[src/rtl/cpu_types_pkg.sv]
// Shared CPU-side types: RAM handshake status, data word and the
// memory arbiter state encoding.
package cpu_types_pkg;

    typedef logic [31:0] word_t;

    typedef enum logic [1:0] {
        FREE   = 2'd0,
        BUSY   = 2'd1,
        ACCESS = 2'd2,
        ERROR  = 2'd3
    } ramstate_t;

    typedef enum logic [1:0] {
        IDLE   = 2'd0,
        IGRANT = 2'd1,
        DGRANT = 2'd2
    } state_t;

    localparam int STARVE_W = 4;

endpackage

[src/rtl/mem_arbiter.sv]
// Arbitrates the single-ported RAM between icache and dcache; dcache has
// priority, bounded by a starvation counter that eventually forces an icache grant.
//
// state  | meaning
// IDLE   | RAM untouched, choose next requester
// IGRANT | icache owns the RAM until ACCESS or withdrawal
// DGRANT | dcache owns the RAM until ACCESS or withdrawal
module mem_arbiter
    import cpu_types_pkg::*;
#(
    parameter int STARVE_LIMIT = 4
) (
    input  logic        CLK,
    input  logic        nRST,
    input  logic        iREN,
    input  logic [31:0] iaddr,
    output logic        iwait,
    output logic [31:0] iload,
    input  logic        dREN,
    input  logic        dWEN,
    input  logic [31:0] daddr,
    input  logic [31:0] dstore,
    output logic        dwait,
    output logic [31:0] dload,
    output logic        ramREN,
    output logic        ramWEN,
    output logic [31:0] ramaddr,
    output logic [31:0] ramstore,
    input  logic [31:0] ramload,
    input  logic [1:0]  ramstate
);

    localparam logic [STARVE_W-1:0] LIMIT = STARVE_W'(STARVE_LIMIT);

    state_t              state, next_state;
    logic [STARVE_W-1:0] starve, next_starve;
    logic                dreq;
    logic                force_i;
    logic                access;

    always_ff @(posedge CLK or negedge nRST) begin
        if (!nRST) begin
            state  <= IDLE;
            starve <= '0;
        end else begin
            state  <= next_state;
            starve <= next_starve;
        end
    end

    always_comb begin
        dreq        = dREN | dWEN;
        force_i     = iREN && (starve == LIMIT);
        access      = (ramstate == ACCESS);
        next_state  = state;
        next_starve = starve;
        iwait       = 1'b1;
        dwait       = 1'b1;
        iload       = '0;
        dload       = '0;
        ramREN      = 1'b0;
        ramWEN      = 1'b0;
        ramaddr     = '0;
        ramstore    = '0;

        case (state)
            IDLE: begin
                if (dreq && !force_i) begin
                    next_state = DGRANT;
                    if (iREN && (starve < LIMIT))
                        next_starve = starve + 1'b1;
                end else if (iREN) begin
                    next_state  = IGRANT;
                    next_starve = '0;
                end
                if (!iREN)
                    next_starve = '0;
            end

            IGRANT: begin
                if (iREN) begin
                    ramREN  = 1'b1;
                    ramaddr = iaddr;
                    if (access) begin
                        iwait      = 1'b0;
                        iload      = ramload;
                        next_state = IDLE;
                    end
                end else begin
                    next_state = IDLE;
                end
            end

            DGRANT: begin
                // A write wins over a simultaneous read request.
                if (dreq) begin
                    ramWEN   = dWEN;
                    ramREN   = dREN & ~dWEN;
                    ramaddr  = daddr;
                    ramstore = dstore;
                    if (access) begin
                        dwait      = 1'b0;
                        dload      = dWEN ? '0 : ramload;
                        next_state = IDLE;
                    end
                end else begin
                    next_state = IDLE;
                end
            end

            default: next_state = IDLE;
        endcase
    end

endmodule
[config.mk]
export PLATFORM = sky130hd
export DESIGN_NAME = mem_arbiter
export DESIGN_NICKNAME = d
export VERILOG_FILES = /design/src/rtl/cpu_types_pkg.sv /design/src/rtl/mem_arbiter.sv
export SDC_FILE = /design/constraint.sdc
export NUM_CORES = 1
export LEC_CHECK = 0
export ABC_AREA = 1
export CORE_AREA = 3 3 103 105
export DETAILED_ROUTE_END_ITERATION = 10
export DIE_AREA = 0 0 106 108
export PLACE_DENSITY = 0.63
export SLEW_MARGIN = 20
export SYNTH_ARGS = -nofsm -noshare
export SYNTH_HDL_FRONTEND = slang
export SYNTH_SLANG_ARGS = --single-unit
export TNS_END_PERCENT = 10
[constraint.sdc]
create_clock -name CLK -period 2.7 [get_ports CLK]
set_clock_uncertainty 0.1 [all_clocks]
set_input_delay 0.405 -clock CLK [delete_from_list [all_inputs] [get_ports CLK]]
set_output_delay 0.405 -clock CLK [all_outputs]
set_load 0.05 [all_outputs]
==> results of run 1 <==
[kinds of logic after synthesis]
kind of cell | share of synthesized area, %
AND/OR/NAND/NOR | 50.57
adder cells (fa/ha/maj) | 4.556
AO/OA/AOI/OAI | 10.33
buffers and inverters | 25.44
flip-flops | 9.111
[registers in the layout, indices dropped and copies added (netlist names)]
register  flops
state         2
starve        4
[cells in the mapped netlist]
cell type,instances
buf_6,3
nor2_2,1
nor3_1,32
clkbuf_1,8
dfrtp_1,6
nand2_1,90
clkinv_2,1
nor2_1,70
nand2_2,2
ha_1,6
or2_2,2
inv_2,3
buf_2,10
inv_1,77
nand4_1,1
o21ai_0,1
a21oi_1,33
nand3_1,7
[layout make-up]
| cell class | count | area, sq um |
|---|---|---|
| clock buffer | 3 | 41.29 |
| fill | 909 | 4347 |
| inverter | 81 | 305.3 |
| multi-input combinational | 245 | 1079 |
| sequential | 6 | 150.1 |
| tap | 133 | 166.4 |
| timing repair buffer | 272 | 3641 |
[power groups by stage]
stage | Sequential [mW] | Clock (mW) | Combinational, mW
after floorplan | 0.137 | 0 | 1.63
after global placement | 0.139 | 0 | 2.82
after detailed placement | 0.142 | 0 | 2.84
after CTS | 0.141 | 0.136 | 2.85
after global routing | 0.145 | 0.143 | 2.98
final | 0.141 | 0.132 | 2.82
[critical path: cells and delay by family]
| kind | cells | cell delay (ns) |
|---|---|---|
| AOI/OAI and AO/OA | 1 | 0.19 |
| and+or+nand+nor | 3 | 0.31 |
| buffers and inverters | 4 | 1.11 |
[stage by stage]
| step | cells | setup WS, ns |
|---|---|---|
| 2_1_floorplan | 353 | 0.03278 |
| 3_3_place_gp | 737 | 0.2533 |
| 3_5_place_dp | 737 | 0.1880 |
| 4_1_cts | 740 | 0.1779 |
| 5_1_grt | 740 | 0.02822 |
| 6_report | 740 | 0.1775 |
[worst paths after layout]
kind	from	end	slack, ns	cells past startpoint
worst max-delay path	dWEN	ramaddr[21]	0.18	8
worst min-delay path	nRST	starve[2]	0.33	1
worst max register to register	state[0]	state[0]	1.22	5
worst min register to register	starve[1]	starve[1]	0.43	2
max in group asynchronous	nRST	starve[3]	1.95	1
min in group CLK	starve[1]	starve[1]	0.43	2
[metal layers]
| layer | share of wire [%] | up-vias | track usage (%) |
|---|---|---|---|
| met5 | 0 | - | 0 |
| met4 | 2.5 | 0 | 4.533 |
| met3 | 6.3 | 16 | 2.806 |
| met2 | 52 | 154 | 33.52 |
| met1 | 39 | 1362 | 20.40 |
| li1 | - | 1543 | - |
==> metrics, run 1 <==
Post-CTS Resized=0; final wirelength=11,070 um; first-pass iteration count of the detailed router=4; placed inst area=approximately 5300 sq um; via count=between 3,000 and 4,000; Synth Register Bits=6; clock network fraction of design power=4.3%; final net count=750; RSZ-0062 raised after global routing=false; final instance area=5383 sq um; Arr. time, crit path=2.02 ns; CTS Sinks=6; HPWL Detailed=approximately 9500 um; power per standard cell area=~570 nW/um^2; Worst Path Required=2.19 ns; vias in the first global route=2,960; grt total ovfl=0; layout cell share with drive strength beyond 1=24.71%; first-pass GRT wire length=16,040 um; vias per std cell=between 4 and 5; kind of critical path=primary input to output port; Clock Path Buffers=2; Setup TNS=0 ns; clock latency at the later pin of the worst-skew pair=0.22 ns; CP max stage delay=0.50 ns; Worst VDD drop=0.4152 mV; Mapped Cells=353; Post-CTS Hold Buffers=0; slowest CP cell=clkdlybuf4s50_1; Crit path top cell by count=nand2_2; IO Count=267; number of remaining DRC errors=0; register area share after synthesis=a little under a tenth; Pleak=2.481 nW; die width=106 um; Port Buffers=roughly 270; starting density of the core=between 15 and 20%; Yosys warning count=0; synthesized area=1648 sq um; Post-DRT Antenna Nets=0; CTS tree=built; final setup violation count=0; FMAX=0.3964 GHz; Int Power=roughly 1.3 mW; syn avg cell area=4.668 sq um; GR Util All Layers=17.58%; placement row count=36; H-tree levels=1; die height=roughly 110 um; syn_nets=494; 1st-iter DRT viols=between 150 and 200; final hold vios=0; Core Area=9729 sq um; Flop pwr share=4.6%; sw power=1.824 mW; Startpoint Class=primary input; measured slew at the worst slew-check pin=0.4250 ns; min Tclk post-route=approximately 2.5 ns; Reg clk slew, reported paths=0.04 ns; GPL Wtd Cong=0.8245; full die area=between 10,000 and 15,000 sq um; root buffer cell=clkbuf_8; most frequent cells in the layout=clkdlybuf4s50_1, buf_12, nand2_1; switching share of power=58.98%; Post-CTS Setup Inserts=0; largest net degree at the start of global routing=34; path type of the worst min-delay path=primary input to async pin; CTS Buf Count=3; Hold Slack=0.3301 ns; power after layout=3.092 mW; Synth area leaders=nand2_1, inv_1, nor2_1; Max Slew Vio Count=0; status=complete, no violations; MaxCap Viol Count=0; Final period util=93.43%; Area Growth Syn to Fin=226.7%; cell chain of the critical path=clkdlybuf4s50_1, inv_2, nand2_2, nand2_2, clkinv_2, nand2_1, a21oi_1, buf_4; # diodes=0; number of unique standard cell types used by synthesis=18; utilization after layout=between 50 and 60%; Logic pwr share=91.2%; CP Capture Type=output port; most common cell after layout, fill and taps aside=clkdlybuf4s50_1; CP Max Fanout=33; max_slew headroom=71.63%; antenna violations before repair=0; Synth area leader=nand2_1; Yosys top cell area share=20.50%; wire length per cell=14.96 um
Note: power is estimated with default switching activity, not from simulation.
==> run 2, diff against run 1 <==
CORE_AREA = 2 2 102 104   (was 3 3 103 105)
DIE_AREA = 0 0 104 106   (was 0 0 106 108)
PLACE_DENSITY = not set   (was 0.63)
SLEW_MARGIN = not set   (was 20)
==> run 2 against run 1 <==
Final cell count up 0.54%. Combinational power is essentially flat. Maximum frequency decreased by 1.2%. Final area is 0.44% higher. Sequential share of layout area barely moved. First-iteration DRC count fell by 36%. Utilization is 1.3 points lower.
==> metrics, run 2 (synthesized netlist as in run 1, its figures left out) <==
RR Endpoint=state[0]; met3 usage=3.250% (+0.44 points); layout cell share with drive strength beyond 1=24.84% (+0.12 points); Post-CTS Resized=0 (unchanged); CTS Buf Count=3 (unchanged); min Tclk post-route=2.554 ns (+0.03121 ns); Post-DRT Antenna Nets=0 (unchanged); die width=104 um (-1.9%); Area Growth Syn to Fin=228.1%; number of remaining DRC errors=0 (unchanged); root buffer cell=clkbuf_8; register area=150.1 sq um (unchanged); largest net degree at the start of global routing=34 (unchanged); measured slew at the worst slew-check pin=0.4493 ns (+0.02426 ns); via count=2,997 (-2.5%); Worst Path Buf+Inv=4 (unchanged); Largest register FFs=4 (unchanged); grt total ovfl=0 (unchanged); CP max stage delay=0.50 ns (about the same); final hold vios=0 (unchanged); vias in the first global route=2,895 (-2.2%); vias per std cell=4.028 (-3.1%); first-pass iteration count of the detailed router=4 (unchanged); Post-Place Cells=741 (+0.54%); final net count=751 (+0.13%); Arr. time, crit path=2.05 ns (+0.03 ns); r2r setup slk=0.96 ns (-0.26 ns); Worst Path Required=2.19 ns (about the same); Worst Reg2Reg Path Length in Cells=9 (+4); # diodes=0 (unchanged); placement row count=37 (+2.8%); power per standard cell area=573.5 nW/um^2 (-0.17%); kind of critical path=primary input to output port; Setup TNS=0 ns (unchanged); final wirelength=10,380 um (-6.2%); wire length per cell=13.96 um (-6.7%); path type of the worst min-delay path=primary input to async pin; Port Buffers=266 (unchanged); MaxCap Viol Count=0 (unchanged); IO Count=267 (unchanged); Post-CTS Setup Inserts=0 (unchanged); M1 GR Usage=19.70% (-0.71 points); CTS tree=built; Post-CTS Hold Buffers=0 (unchanged); Startpoint Class=primary input; max_slew headroom=70.01% (-1.6 points); antenna violations before repair=0 (unchanged); 1st-iter DRT viols=118 (-36%); GPL Wtd Cong=0.7494 (-9.1%); full die area=11,020 sq um (-3.7%); Pleak=2.493 nW (+0.47%); final setup violation count=0 (unchanged); area of the multi-input gates=1079 sq um (unchanged); Core Area=10000 sq um (+2.8%); layer with the highest usage=met2; RSZ-0062 raised after global routing=false; CP Max Fanout=33 (unchanged); Worst VDD drop=0.5850 mV (+41%); starting density of the core=16.48% (-0.46 points); CP Capture Type=output port; H-tree levels=1 (unchanged); Crit path top cell by count=nand2_2; clock latency at the later pin of the worst-skew pair=0.22 ns (about the same); CTS Sinks=6 (unchanged); GR Util All Layers=17.51% (-0.079 points); Biggest register=starve; cell chain of the critical path=clkdlybuf4s50_1, inv_2, nand2_2, nand2_2, clkinv_2, nand2_1, a21oi_1, buf_4; reg2reg start=state[0]; most common cell after layout, fill and taps aside=clkdlybuf4s50_1; met2 usage=35.34% (+1.8 points); Clock Path Buffers=2 (unchanged); die height=106 um (-1.9%); Fill cells=969 (+6.6%); post-route insts no fill=744 (+0.54%); FMAX=0.3916 GHz (-1.2%); Reg clk slew, reported paths=0.04 ns (about the same); status=complete, no violations; most frequent cells in the layout=clkdlybuf4s50_1, buf_12, nand2_1; Worst path top cell family by delay=buffers and inverters; Largest regs=starve x4, state x2; first-pass GRT wire length=15,810 um (-1.4%); Max Slew Vio Count=0 (unchanged); HPWL Detailed=8698 um (-8.2%); slowest CP cell=clkdlybuf4s50_1; Final period util=94.58% (+1.2 points)
==> run 2: changes by cell type in the layout (fill, tap and decap cells not counted), sizes merged <==
| cell | delta |
|---|---|
| buf | +1 |
==> run 2: metrics by stage <==
stage / power (mW) / hold slack [ns] / worst slack [ns] / cell area (sq um) / util [%]
after floorplan: 1.771 / 0.009409 / 0.03278 / 1648 / -
after global placement: 2.951 / 0.4100 / 0.2204 / 5365 / 53.65
after detailed placement: 2.988 / 0.4326 / 0.1545 / 5365 / 53.65
after CTS: 3.134 / 0.3393 / 0.1472 / 5406 / 54.07
after global routing: 3.264 / 0.3585 / 0.07190 / 5406 / 54.07
final: 3.101 / 0.3389 / 0.1462 / 5406 / 54.07
==> run 2: final cells by class <==
class | count | share of cell area (%)
timing repair buffer | 273 | 67.72
multi-input combinational | 245 | 19.95
inverter | 81 | 5.647
tap | 136 | 3.147
sequential | 6 | 2.777
clock buffer | 3 | 0.7637
==> run 2: worst max path at each step <==
stage	start	slack, ns	depth (start not counted)	end
after global placement	dWEN	0.22	8	ramaddr[25]
after detailed placement	dWEN	0.15	8	ramaddr[25]
final	dWEN	0.15	8	ramaddr[25]
after CTS	dWEN	0.15	8	ramaddr[25]
after floorplan	state[0]	0.03	5	dload[10]
after global routing	dREN	0.07	8	ramaddr[25]
==> run 2: layer usage <==
layer / wire length [um] / share of wire, % / vias to the layer above
li1: - / - / 1546
met1: 4056 / 39 / 1312
met2: 5635 / 54 / 135
met3: 649 / 6.3 / 4
met4: 42 / 0.40 / 0
met5: 0 / 0 / -
==> run 2: where the power goes <==
part | internal (mW) | switching [mW] | leakage (nW)
Clock | 0.0958 | 0.0391 | 0.0216
Sequential | 0.118 | 0.0242 | 0.0798
Combinational | 1.06 | 1.77 | 2.39
Total | 1.27 | 1.83 | 2.49
==> run 3, diff against run 2 <==
ABC_AREA = not set   (was 1)
CORE_AREA = 2 2 104 106   (was 2 2 102 104)
DIE_AREA = 0 0 106 108   (was 0 0 104 106)
==> run 3 against run 2 <==
Die area rose by 3.8%. Hold slack improved by 0.0010 ns. Synthesized cell count fell by 33%. Combinational power rose by 23%. First-iteration DRC count fell by 39%. Via count fell by 7.7%. Clock-buffer cell count did not move. Routed wire length rose by 7.8%. Sequential share of layout area fell by 0.29 points. Synthesized area rose by 16%. Sequential cell count did not move. Largest cell class unchanged.
==> metrics, run 3 <==
status=complete, no violations; H-tree levels=1 (unchanged); wire length per cell=17.89 um (+28%); CP startpoint=state[0]; Biggest register=starve; most frequently used flop master after synthesis=dfrtp_1; root buffer cell=clkbuf_8; CTS tree=built; clock network fraction of design power=3.5% (-0.9 points); Yosys top cell area share=21.20% (+0.70 points); GPL Wtd Cong=0.7859 (+4.9%); most frequent cells in the layout=buf_12, clkdlybuf4s50_1, and2_1; IO Count=267 (unchanged); Mapped Cells=236 (-33%); # diodes=0 (unchanged); die height=108 um (+1.9%); placement row count=37 (unchanged); kind of critical path=flop to output port; number of unique standard cell types used by synthesis=37 (+19); Clock Path Buffers=2 (unchanged); Synth area leader=and2_1; first-pass GRT wire length=16,510 um (+4.5%); syn_nets=377 (-24%); via count=2,765 (-7.7%); Post-CTS Resized=0 (unchanged); MaxCap Viol Count=0 (unchanged); reg2reg start=state[0]; Worst Path Required=2.19 ns (about the same); CTS Sinks=6 (unchanged); RSZ-0062 raised after global routing=false; measured slew at the worst slew-check pin=0.3848 ns (-0.06453 ns); vias in the first global route=2,906 (+0.38%); first-pass iteration count of the detailed router=4 (unchanged); top-count cell post-synth=and2_1; antenna violations before repair=0 (unchanged); most common cell after layout, fill and taps aside=buf_12; met2 usage=34.70% (-0.64 points); vias per std cell=4.417 (+9.6%); FMAX=0.4065 GHz (+3.8%); Logic pwr share=92.6% (+1.5 points); Reg clk slew, reported paths=0.04 ns (about the same); largest net degree at the start of global routing=41 (+21%); HPWL Detailed=9742 um (+12%); Setup TNS=0 ns (unchanged); Area Growth Syn to Fin=214.4%; layer with the highest usage=met2; Final period util=91.10% (-3.5 points); EDFF count, synth=0 (unchanged); final net count=633 (-16%); grt total ovfl=0 (unchanged); Post-DRT Antenna Nets=0 (unchanged); Synth Register Bits=6 (unchanged); switching share of power=49.96% (-9.0 points); path type of the worst min-delay path=primary input to async pin; die width=106 um (+1.9%); starting density of the core=18.75% (+2.3 points); Post-CTS Hold Buffers=0 (unchanged); power per standard cell area=621.6 nW/um^2 (+8.4%); Largest register FFs=4 (unchanged); 1st-iter DRT viols=72 (-39%); register area share after synthesis=7.828% (-1.3 points); Post-CTS Setup Inserts=0 (unchanged); Worst VDD drop=0.4144 mV (-29%); sw power=1.873 mW (+2.4%); CP Capture Type=output port; max_slew headroom=74.12% (+4.1 points); synthesized area=1918 sq um (+16%); GR Util All Layers=18.38% (+0.87 points); full die area=11,450 sq um (+3.8%); number of remaining DRC errors=0 (unchanged); slowest CP cell=dfrtp_1; Startpoint Class=flop; Worst path top cell family by delay=buffers and inverters; Max Slew Vio Count=0 (unchanged); Synth area leaders=and2_1, a22oi_2, nor2b_2; Worst Path Buf+Inv=4 (unchanged); Largest regs=starve x4, state x2; Pleak=2.430 nW (-2.5%); min Tclk post-route=2.460 ns (-0.09402 ns); utilization after layout=58.93% (+4.9 points); Port Buffers=266 (unchanged); Yosys warning count=0 (unchanged); Hold Slack=0.3399 ns (+0.001018 ns); CP Max Fanout=26 (-21%); met3 usage=4.641% (+1.4 points); CTS Buf Count=3 (unchanged); Int Power=1.875 mW (+48%); syn avg cell area=8.128 sq um (+74%); final hold vios=0 (unchanged); share of flip-flops with an asynchronous set or reset=100.0% (unchanged); clock latency at the later pin of the worst-skew pair=0.22 ns (about the same); most common library cells after synthesis=and2_1, and3_1, a22oi_2, nor2b_2; final setup violation count=0 (unchanged); cell chain of the critical path=inv_1, ha_1, o21a_2, buf_12, buf_12, a22oi_2, nor2b_2, buf_12; Crit path top cell by count=buf_12; Core Area=10,230 sq um (+2.3%); final wirelength=11,200 um (+7.8%); CP max stage delay=0.42 ns (-0.08 ns); Flop pwr share=3.8% (-0.8 points); M1 GR Usage=21.07% (+1.4 points); Arr. time, crit path=1.95 ns (-0.10 ns); layout cell share with drive strength beyond 1=41.63% (+17 points)
==> run 3: cell types whose count changed in the layout (fill, tap and decap cells not counted), moves of 6 or more <==
cell,before,now
buf_12,102,135
a22oi_2,0,28
nand3_1,7,0
buf_4,37,6
nor2_1,70,3
nor3_1,32,0
nor2b_2,0,28
a21oi_1,33,2
inv_1,77,6
nor2b_1,0,6
and3_1,0,32
nand2_1,90,3
and2_1,0,65
==> run 3: routing by layer <==
metal / part of all wire (%) / up-vias
met5: 0 / -
met4: 1.2 / 0
met3: 8.5 / 10
met2: 53 / 156
met1: 37 / 1273
li1: - / 1326
==> run 3: worst register-to-register path: stages, from the launching register on <==
cell	delay, ns
dfrtp_1	0.41
inv_1	0.09
ha_1	0.32
nor2b_1	0.19
nor3b_1	0.13
a211o_1	0.27
==> run 3: power by group through the flow <==
stage	clock network (mW)	registers (mW)	logic [mW]
after floorplan	0	0.136	1.83
after global placement	0	0.139	3.45
after detailed placement	0	0.143	3.50
after CTS	0.137	0.142	3.51
after global routing	0.144	0.148	3.61
final	0.133	0.143	3.47
==> run 3: stage by stage <==
step | worst slack, ns | power [mW] | cells | instance area [sq um]
2_1_floorplan | 0.2533 | 1.965 | 236 | 1918
4_1_cts | 0.2337 | 3.792 | 626 | 6030
3_5_place_dp | 0.2656 | 3.645 | 623 | 5988
5_1_grt | 0.1488 | 3.904 | 626 | 6030
6_report | 0.2403 | 3.748 | 626 | 6030
3_3_place_gp | 0.2686 | 3.592 | 623 | 5988
==> run 3: worst paths after layout <==
check                                    to  slack, ns  cells past startpoint
worst max-delay path            ramaddr[12]       0.24                      8
worst min-delay path              starve[2]       0.34                      1
worst max register to register     state[1]       1.07                      5
worst min register to register    starve[3]       0.48                      2
max in group asynchronous          state[1]       1.93                      1
min in group CLK                  starve[3]       0.48                      2
==> run 3: area by class of cell <==
cell class	instances	area, sq um
well taps	136	170.2
inverters	6	22.52
clock buffers	3	41.29
fillers	850	4202
repair buffers	275	4089
multi-input cells	200	1556
flip-flops and latches	6	150.1
==> run 3: kinds of logic (layout without fill, tap and decap cells) <==
group	Yosys count	after routing	share of synthesized area [%]
fa+ha+maj	6	6	3.914
mux	1	1	0.5219
simple gates	145	145	50.88
compound gates	48	48	25.77
buf+inv	30	284	11.09
flops	6	6	7.828
